[config.mk]
export PLATFORM = sky130hd
export DESIGN_NAME = bus_arbiter
export DESIGN_NICKNAME = d
export VERILOG_FILES = /design/src/rtl/bus_arbiter.sv
export SDC_FILE = /design/constraint.sdc
export NUM_CORES = 1
export LEC_CHECK = 0
export BUFFER_PORTS_ARGS = -buffer_cell sky130_fd_sc_hd__buf_2
export CAP_MARGIN = 20
export CORE_AREA = 2 2 100 102
export DETAILED_ROUTE_END_ITERATION = 10
export DIE_AREA = 0 0 102 104
export PLACE_DENSITY_LB_ADDON = 0.25
export SLEW_MARGIN = 20
export SYNTH_ARGS = -nofsm -noshare
export SYNTH_HDL_FRONTEND = slang
export SYNTH_SLANG_ARGS = --single-unit
export TNS_END_PERCENT = 5
[constraint.sdc]
create_clock -name clk -period 2.1 [get_ports clk]
set_clock_uncertainty 0.2 [all_clocks]
set_input_delay 0.42 -clock clk [delete_from_list [all_inputs] [get_ports clk]]
set_output_delay 0.42 -clock clk [all_outputs]
set_load 0.02 [all_outputs]
[src/rtl/bus_arbiter.sv]
// Two-requester round-robin arbiter driving a single-outstanding core chain.
// One request is issued per transaction; returns are matched on addr/rw and a WAIT timeout aborts.
`timescale 1ns/1ps
module bus_arbiter #(
  parameter int TIMEOUT = 255
) (
  input  logic        clk,
  input  logic        rst_n,
  input  logic [15:0] a_addr_i,
  input  logic [15:0] a_wdata_i,
  input  logic        a_rw_i,
  input  logic        a_valid_i,
  output logic        a_ready_o,
  output logic [15:0] a_rdata_o,
  output logic        a_done_o,
  output logic        a_err_o,
  input  logic [15:0] b_addr_i,
  input  logic [15:0] b_wdata_i,
  input  logic        b_rw_i,
  input  logic        b_valid_i,
  output logic        b_ready_o,
  output logic [15:0] b_rdata_o,
  output logic        b_done_o,
  output logic        b_err_o,
  output logic [15:0] addr_o,
  output logic [15:0] wdata_o,
  output logic [15:0] rdata_o,
  output logic        rw_o,
  output logic        valid_o,
  input  logic [15:0] addr_i,
  input  logic [15:0] rdata_i,
  input  logic        rw_i,
  input  logic        valid_i
);

  localparam int CW = ($clog2(TIMEOUT + 1) > 8) ? $clog2(TIMEOUT + 1) : 8;

  typedef enum logic [1:0] {IDLE, ISSUE, WAIT, RESP} state_e;

  state_e          state_q, state_d;
  logic            prio_b_q, prio_b_d;
  logic            gnt_b_q, gnt_b_d;
  logic [15:0]     addr_q, addr_d;
  logic [15:0]     wdata_q, wdata_d;
  logic            rw_q, rw_d;
  logic [CW-1:0]   cnt_q, cnt_d;
  logic [15:0]     a_rdata_q, a_rdata_d;
  logic [15:0]     b_rdata_q, b_rdata_d;
  logic            a_done_q, a_done_d;
  logic            b_done_q, b_done_d;
  logic            a_err_q, a_err_d;
  logic            b_err_q, b_err_d;

  logic            grant_b;
  logic            match;
  logic [CW-1:0]   cnt_inc;
  logic [15:0]     resp_data;

  // B wins only when A is idle or B holds the round-robin priority
  assign grant_b   = b_valid_i && (!a_valid_i || prio_b_q);
  assign a_ready_o = rst_n && (state_q == IDLE) && a_valid_i && !grant_b;
  assign b_ready_o = rst_n && (state_q == IDLE) && grant_b;
  assign match     = valid_i && (addr_i == addr_q) && (rw_i == rw_q);
  assign cnt_inc   = cnt_q + CW'(1);
  assign resp_data = rw_q ? 16'h0000 : rdata_i;

  assign valid_o   = (state_q == ISSUE);
  assign addr_o    = addr_q;
  assign wdata_o   = wdata_q;
  assign rw_o      = rw_q;
  assign rdata_o   = 16'h0000;
  assign a_rdata_o = a_rdata_q;
  assign b_rdata_o = b_rdata_q;
  assign a_done_o  = a_done_q;
  assign b_done_o  = b_done_q;
  assign a_err_o   = a_err_q;
  assign b_err_o   = b_err_q;

  always_comb begin
    state_d   = state_q;
    prio_b_d  = prio_b_q;
    gnt_b_d   = gnt_b_q;
    addr_d    = addr_q;
    wdata_d   = wdata_q;
    rw_d      = rw_q;
    cnt_d     = cnt_q;
    a_rdata_d = a_rdata_q;
    b_rdata_d = b_rdata_q;
    a_done_d  = 1'b0;
    b_done_d  = 1'b0;
    a_err_d   = 1'b0;
    b_err_d   = 1'b0;
    case (state_q)
      IDLE: begin
        if (a_ready_o || b_ready_o) begin
          addr_d   = grant_b ? b_addr_i  : a_addr_i;
          wdata_d  = grant_b ? b_wdata_i : a_wdata_i;
          rw_d     = grant_b ? b_rw_i    : a_rw_i;
          gnt_b_d  = grant_b;
          prio_b_d = !grant_b;
          state_d  = ISSUE;
        end
      end
      ISSUE: begin
        cnt_d   = '0;
        state_d = WAIT;
      end
      WAIT: begin
        // A return landing on the timeout cycle still completes normally
        if (match) begin
          if (gnt_b_q) begin
            b_rdata_d = resp_data;
            b_done_d  = 1'b1;
          end else begin
            a_rdata_d = resp_data;
            a_done_d  = 1'b1;
          end
          state_d = RESP;
        end else if (cnt_inc == CW'(TIMEOUT)) begin
          if (gnt_b_q) begin
            b_rdata_d = 16'h0000;
            b_done_d  = 1'b1;
            b_err_d   = 1'b1;
          end else begin
            a_rdata_d = 16'h0000;
            a_done_d  = 1'b1;
            a_err_d   = 1'b1;
          end
          state_d = IDLE;
        end else begin
          cnt_d = cnt_inc;
        end
      end
      RESP: state_d = IDLE;
      default: state_d = IDLE;
    endcase
  end

  always_ff @(posedge clk or negedge rst_n) begin
    if (!rst_n) begin
      state_q   <= IDLE;
      prio_b_q  <= 1'b0;
      gnt_b_q   <= 1'b0;
      addr_q    <= '0;
      wdata_q   <= '0;
      rw_q      <= 1'b0;
      cnt_q     <= '0;
      a_rdata_q <= '0;
      b_rdata_q <= '0;
      a_done_q  <= 1'b0;
      b_done_q  <= 1'b0;
      a_err_q   <= 1'b0;
      b_err_q   <= 1'b0;
    end else begin
      state_q   <= state_d;
      prio_b_q  <= prio_b_d;
      gnt_b_q   <= gnt_b_d;
      addr_q    <= addr_d;
      wdata_q   <= wdata_d;
      rw_q      <= rw_d;
      cnt_q     <= cnt_d;
      a_rdata_q <= a_rdata_d;
      b_rdata_q <= b_rdata_d;
      a_done_q  <= a_done_d;
      b_done_q  <= b_done_d;
      a_err_q   <= a_err_d;
      b_err_q   <= b_err_d;
    end
  end

endmodule

# After elaboration in Yosys (flattened, before gate mapping)
# Index checks and enable logic that the tools add are counted.
# totals
reg_bits,81
inputBits,104
out_inout_bits,88
word_cells,78
# classes
addsub,1
n_eq_ne,14
muxes,31
reduce_logical,19
# op_table
operator,n
two-way mux 16 bit,11
equality test 16 bit,1
two-way mux 8 bit,2
one-hot mux 8 bit (2 select lines),1
two-way mux 1 bit,13
inequality test 2 bit (second input constant),6
adder 8 x 1 -> 8 bit (second input constant),1
equality test 8 bit (second input constant),1
one-hot mux 2 bit (4 select lines),1
AND reduction 4 bit,2
logical AND 1 bit,7
two-way mux 2 bit,3
equality test 2 bit (second input constant),2
AND reduction 2 bit,2
nonzero test 2 bit,2
inequality test 3 bit (second input constant),1
AND reduction 3 bit,1
equality test 2 x 1 -> 1 bit (second input constant),1
zero test 1 bit,2
zero test 2 bit,1
logical OR 1 bit,2
inequality test 2 x 1 -> 1 bit (second input constant),1
equality test 1 bit,1

# Longest topological paths before layout
# depth
ltp_word,8
mapped_depth,8

# Least setup slack after synthesis
# OpenSTA, ideal clock, no wires.
# synth_path
path_type,flip-flop to flip-flop
startpoint,register addr_q[6] (netlist: addr_o[6])
endpoint,register a_rdata_q[10] (netlist: a_rdata_o[10])
setup_ns,0.121
arrival_ns,1.878
t_required_ns,1.779
setup_slack_ns,-0.098
path_stages_with_launch,9
path_buffers,2
synth_period_minus_slack_ns,2.198
path_cell_list,dfrtp_1 xor2_1 nor4_1 and3_2 nand2_4 a21o_1 buf_6 buf_6 a22o_1
# synth_between
elab_chain_cells,5
elab_cells_between_ends,7
cone_classes,eq/ne: 2; mux: 1; reduce/logical: 4
# synth_lines
element,line_no,text
start: declaration,43,"logic [15:0] addr_q, addr_d;"
start signal: assignment,158,addr_q <= addr_d;
equality test 16 bit *,63,assign match = valid_i && (addr_i == addr_q) && (rw_i == rw_q);
logical AND 1 bit * (2 in series),63,
inequality test 2 bit (no source line) / nonzero test 2 bit (equally long branches),--,
AND reduction 4 bit (no source line),--,
end signal: assignment,162,a_rdata_q <= a_rdata_d;
end: declaration,47,"logic [15:0] a_rdata_q, a_rdata_d;"
# Every way passes the cells marked *; elsewhere a longest branch is shown, timed or not.
# A chain may end at the register's enable or synchronous reset.

# Final worst setup path
# layout_path
startpoint,register addr_q[3] (netlist: addr_o[3])
endpoint,register a_rdata_q[1] (netlist: a_rdata_o[1])
# Same word-level chain as after synthesis.

==> impl_metrics.toml <==
[detailed_routing]
drtIter0Drc = 256
routed_via_density = 5.05
first_pass_iters = 9
wl_per_cell_um = 14.9
detail-route-antenna-nets = 0
routed_wl_mm = 10.2
num_vias = 3461
drc = 0

[clock_tree]
worstSkewPairLatency_ps = 350
cts_made_buffers = 9
cts_buffer_depth = 2
clockRootBuffer = "clkbuf_8"
cts_tree = "built"
htreeDepth = 3
cts.sinks = 81
clkSlewWorstSetupHoldPaths_ps = 100

[sta]
post-route-min-period_ps = 2110
worstMarginPinSlew_ps = 516
setup_viol = 3
finalCritPeriodShare_pct = 100
fmax_mhz = 474
maxSlewViolCount = 0
relSlewSlack_pct = 65.6
finalWorstSetupSlack_ps = -10.0
finalHoldViolCount = 0
rsz0062_at_grt = "true"
holdWs_ps = 86.6

[critical_path]
crit_fanout = 17
worstPathCellList = "xor2_1, nor4_1, and3_2, nand2_4, a21o_1, buf_12, a22o_1"
cp_slowest_cell = "dfrtp_2"
cp-start-kind = "flop"
regToRegEndpoint = "a_rdata_o[1]$_DFFE_PN0P_"
rr_startpoint = "addr_o[3]$_DFFE_PN0P_"
slowest_delay_ps = 440
cp.required_ps = 2140
worstSetupEndpointType = "flop"
ff2ff_path_depth = 7
path_class = "reg -> reg"
cp.arrival_ps = 2150
rrSetupSlack_ps = -10

[power]
pwr_density_cell_nw_per_um2 = 1070
power_frac_seq_pct = 38.0
comb_power_share_pct = 38.8
p_int_mw = 3.54
p_switching_mw = 2.20
peakVddDrop_mv = 0.647
pwr-share-clk_pct = 23.1
leakage_nw = 3.02
swShare_pct = 38.3
p_total_mw = 5.74

[synthesis]
postSynthCellCount = 347
ys_top_cells_by_area = "dfrtp_1 (52%), a22o_1 (7.2%), a222oi_1 (4.6%)"
yosysUniqueCellTypes = 44
yosys.area.top_type_share_pct = 52.3
ys_seq_elements = 81
post_synth.cell_area_avg_um2 = 11.2
ys_seq_area_share_pct = 52.3
syn-cell-area_um2 = 3880
yosys_warnings = 0
synth_top_area_cell = "dfrtp_1"

[floorplan]
core_area_um2 = 9550
start_util_pct = 40.6
die_h_um = 104
rows = 36
die_w_um = 102
ios = 192
dieArea_um2 = 10600

[placed_design]
dpl_cell_area_um2 = 5030
place_congestion = 0.832
dp_slack_ps = -130
portBuffers = 175
dp_hpwl_mm = 7.64

[global_routing]
grt_pass1_wl_mm = 16.3
grt_max_degree = 43
grt_antenna_before_repair = 1
grt_pass1_vias = 3331
grt.total_usage_pct = 19.5
grt_overflow = 0

[final_layout]
area_delta_synth_final_pct = 38.3
nNetsFinal = 657
layout_commonest_cell = "buf_2"
design_area_um2 = 5360
drive_gt1_share_pct = 44.7
most-common-layout-cells = "buf_2 (173), dfrtp_1 (74), a22o_1 (32), buf_4 (29), nand2_1 (27)"

[outcome]
status = "finished, violations left"
violations = "setup timing"

[worst_hold_path]
hold_end = "a_rdata_o[13]$_DFFE_PN0P_"
hold_class = "in -> reg"
hold_path_depth = 2
hold_start = "rdata_i[13]"

[run]
cap_violations = 0
worst max-delay path by stage:
stage,from,endpoint,slack (ps),depth (start not counted)
6_report,addr_o[3]$_DFFE_PN0P_,a_rdata_o[1]$_DFFE_PN0P_,-10,7
3_3_place_gp,addr_i[1],a_rdata_o[0]$_DFFE_PN0P_,-90,8
3_5_place_dp,addr_i[7],b_rdata_o[10]$_DFFE_PN0P_,-130,8
4_1_cts,addr_o[7]$_DFFE_PN0P_,b_rdata_o[8]$_DFFE_PN0P_,3,7
5_1_grt,addr_o[4]$_DFFE_PN0P_,b_rdata_o[8]$_DFFE_PN0P_,-70,7
2_1_floorplan,rw_o$_DFFE_PN0P_,a_rdata_o[10]$_DFFE_PN0P_,-20,8
stage by stage:
step	util, %	instances	setup TNS (ps)
final	56.1	686	-17.0
after detailed placement	52.7	663	-3240
after CTS	55.8	684	0
after global routing	56.1	686	-1110
after floorplan	-	362	-356
after global placement	52.7	663	-2480
sequential cells by signal, summed over array words and instances, names as in the netlist:
name	cells
b_err_o	1
rw_o	1
a_rdata_o	16
gnt_b_q	1
wdata_o	16
b_done_o	1
cnt_q	8
b_rdata_o	16
addr_o	16
a_err_o	1
a_done_o	1
state_q	2
prio_b_q	1
cells in the mapped netlist, drive strengths merged:
library cell,count
a211oi,1
a211o,1
nor3,3
nand3,3
buf,26
clkbuf,9
a2111oi,1
nand2b,2
a31oi,5
nor2,10
dfrtp,81
xnor2,14
a21o,6
nand4,7
a222oi,18
a32o,1
a221o,1
ha,6
a41oi,1
and2,2
nor2b,1
o211ai,1
xor2,4
a21oi,6
mux2i,15
a2bb2oi,1
o221ai,3
nand3b,1
nor4,1
and3,4
o22ai,1
nor4b,1
and4,3
conb,1
o21ai,18
inv,28
nand2,28
a22o,32
worst max-delay path, delay by kind of cell, from the launching register on:
| family | cells | cell delay [ps] |
|---|---|---|
| compound gates | 2 | 440 |
| flops | 1 | 440 |
| simple gates | 3 | 590 |
| xor+xnor | 1 | 160 |
| buf+inv | 1 | 160 |
timing repair:
| item | CTS | global route |
|---|---|---|
| pin swaps | 6 | 15 |
| resized for setup | 7 | 4 |
| buffers inserted | 4 | 1 |
| endpoints found under the setup margin | 36 | 37 |
| hold buffers | 1 | 0 |
| hold endpoints to repair | 81 | 0 |
logic make-up after synthesis:
family | count (synthesis) | synth area share [%]
buf+inv | 63 | 8.68
fa+ha+maj | 6 | 1.94
compound gates | 97 | 19.6
mux | 15 | 3.87
simple gates | 66 | 9.46
other cells | 1 | 0.0967
xor+xnor | 18 | 4.07
flops | 81 | 52.3
cell type report:
| type | instances | area, um^2 |
|---|---|---|
| inverter | 28 | 105 |
| sequential | 81 | 2040 |
| antenna | 1 | 2.50 |
| timing repair buffer | 209 | 1200 |
| fill | 847 | 4190 |
| tap | 133 | 166 |
| clock inverter | 7 | 106 |
| multi-input combinational | 218 | 1620 |
| clock buffer | 9 | 124 |
power by group through the flow:
stage	clock network (mW)	registers [mW]	logic, mW
after detailed placement	0	2.19	2.11
after floorplan	0	2.53	0.962
after global placement	0	2.20	2.07
after CTS	1.36	2.18	2.21
after global routing	1.42	2.23	2.43
final	1.33	2.18	2.23
routing by layer:
metal / global-route usage [%] / vias up / part of all wire (%)
met5: 0 / - / 0
met4: 8.00 / 0 / 2.4
met3: 5.44 / 21 / 8.5
met2: 31.3 / 180 / 50
met1: 24.4 / 1627 / 39
li1: - / 1633 / -
Note: power is estimated with default switching activity, not from simulation.
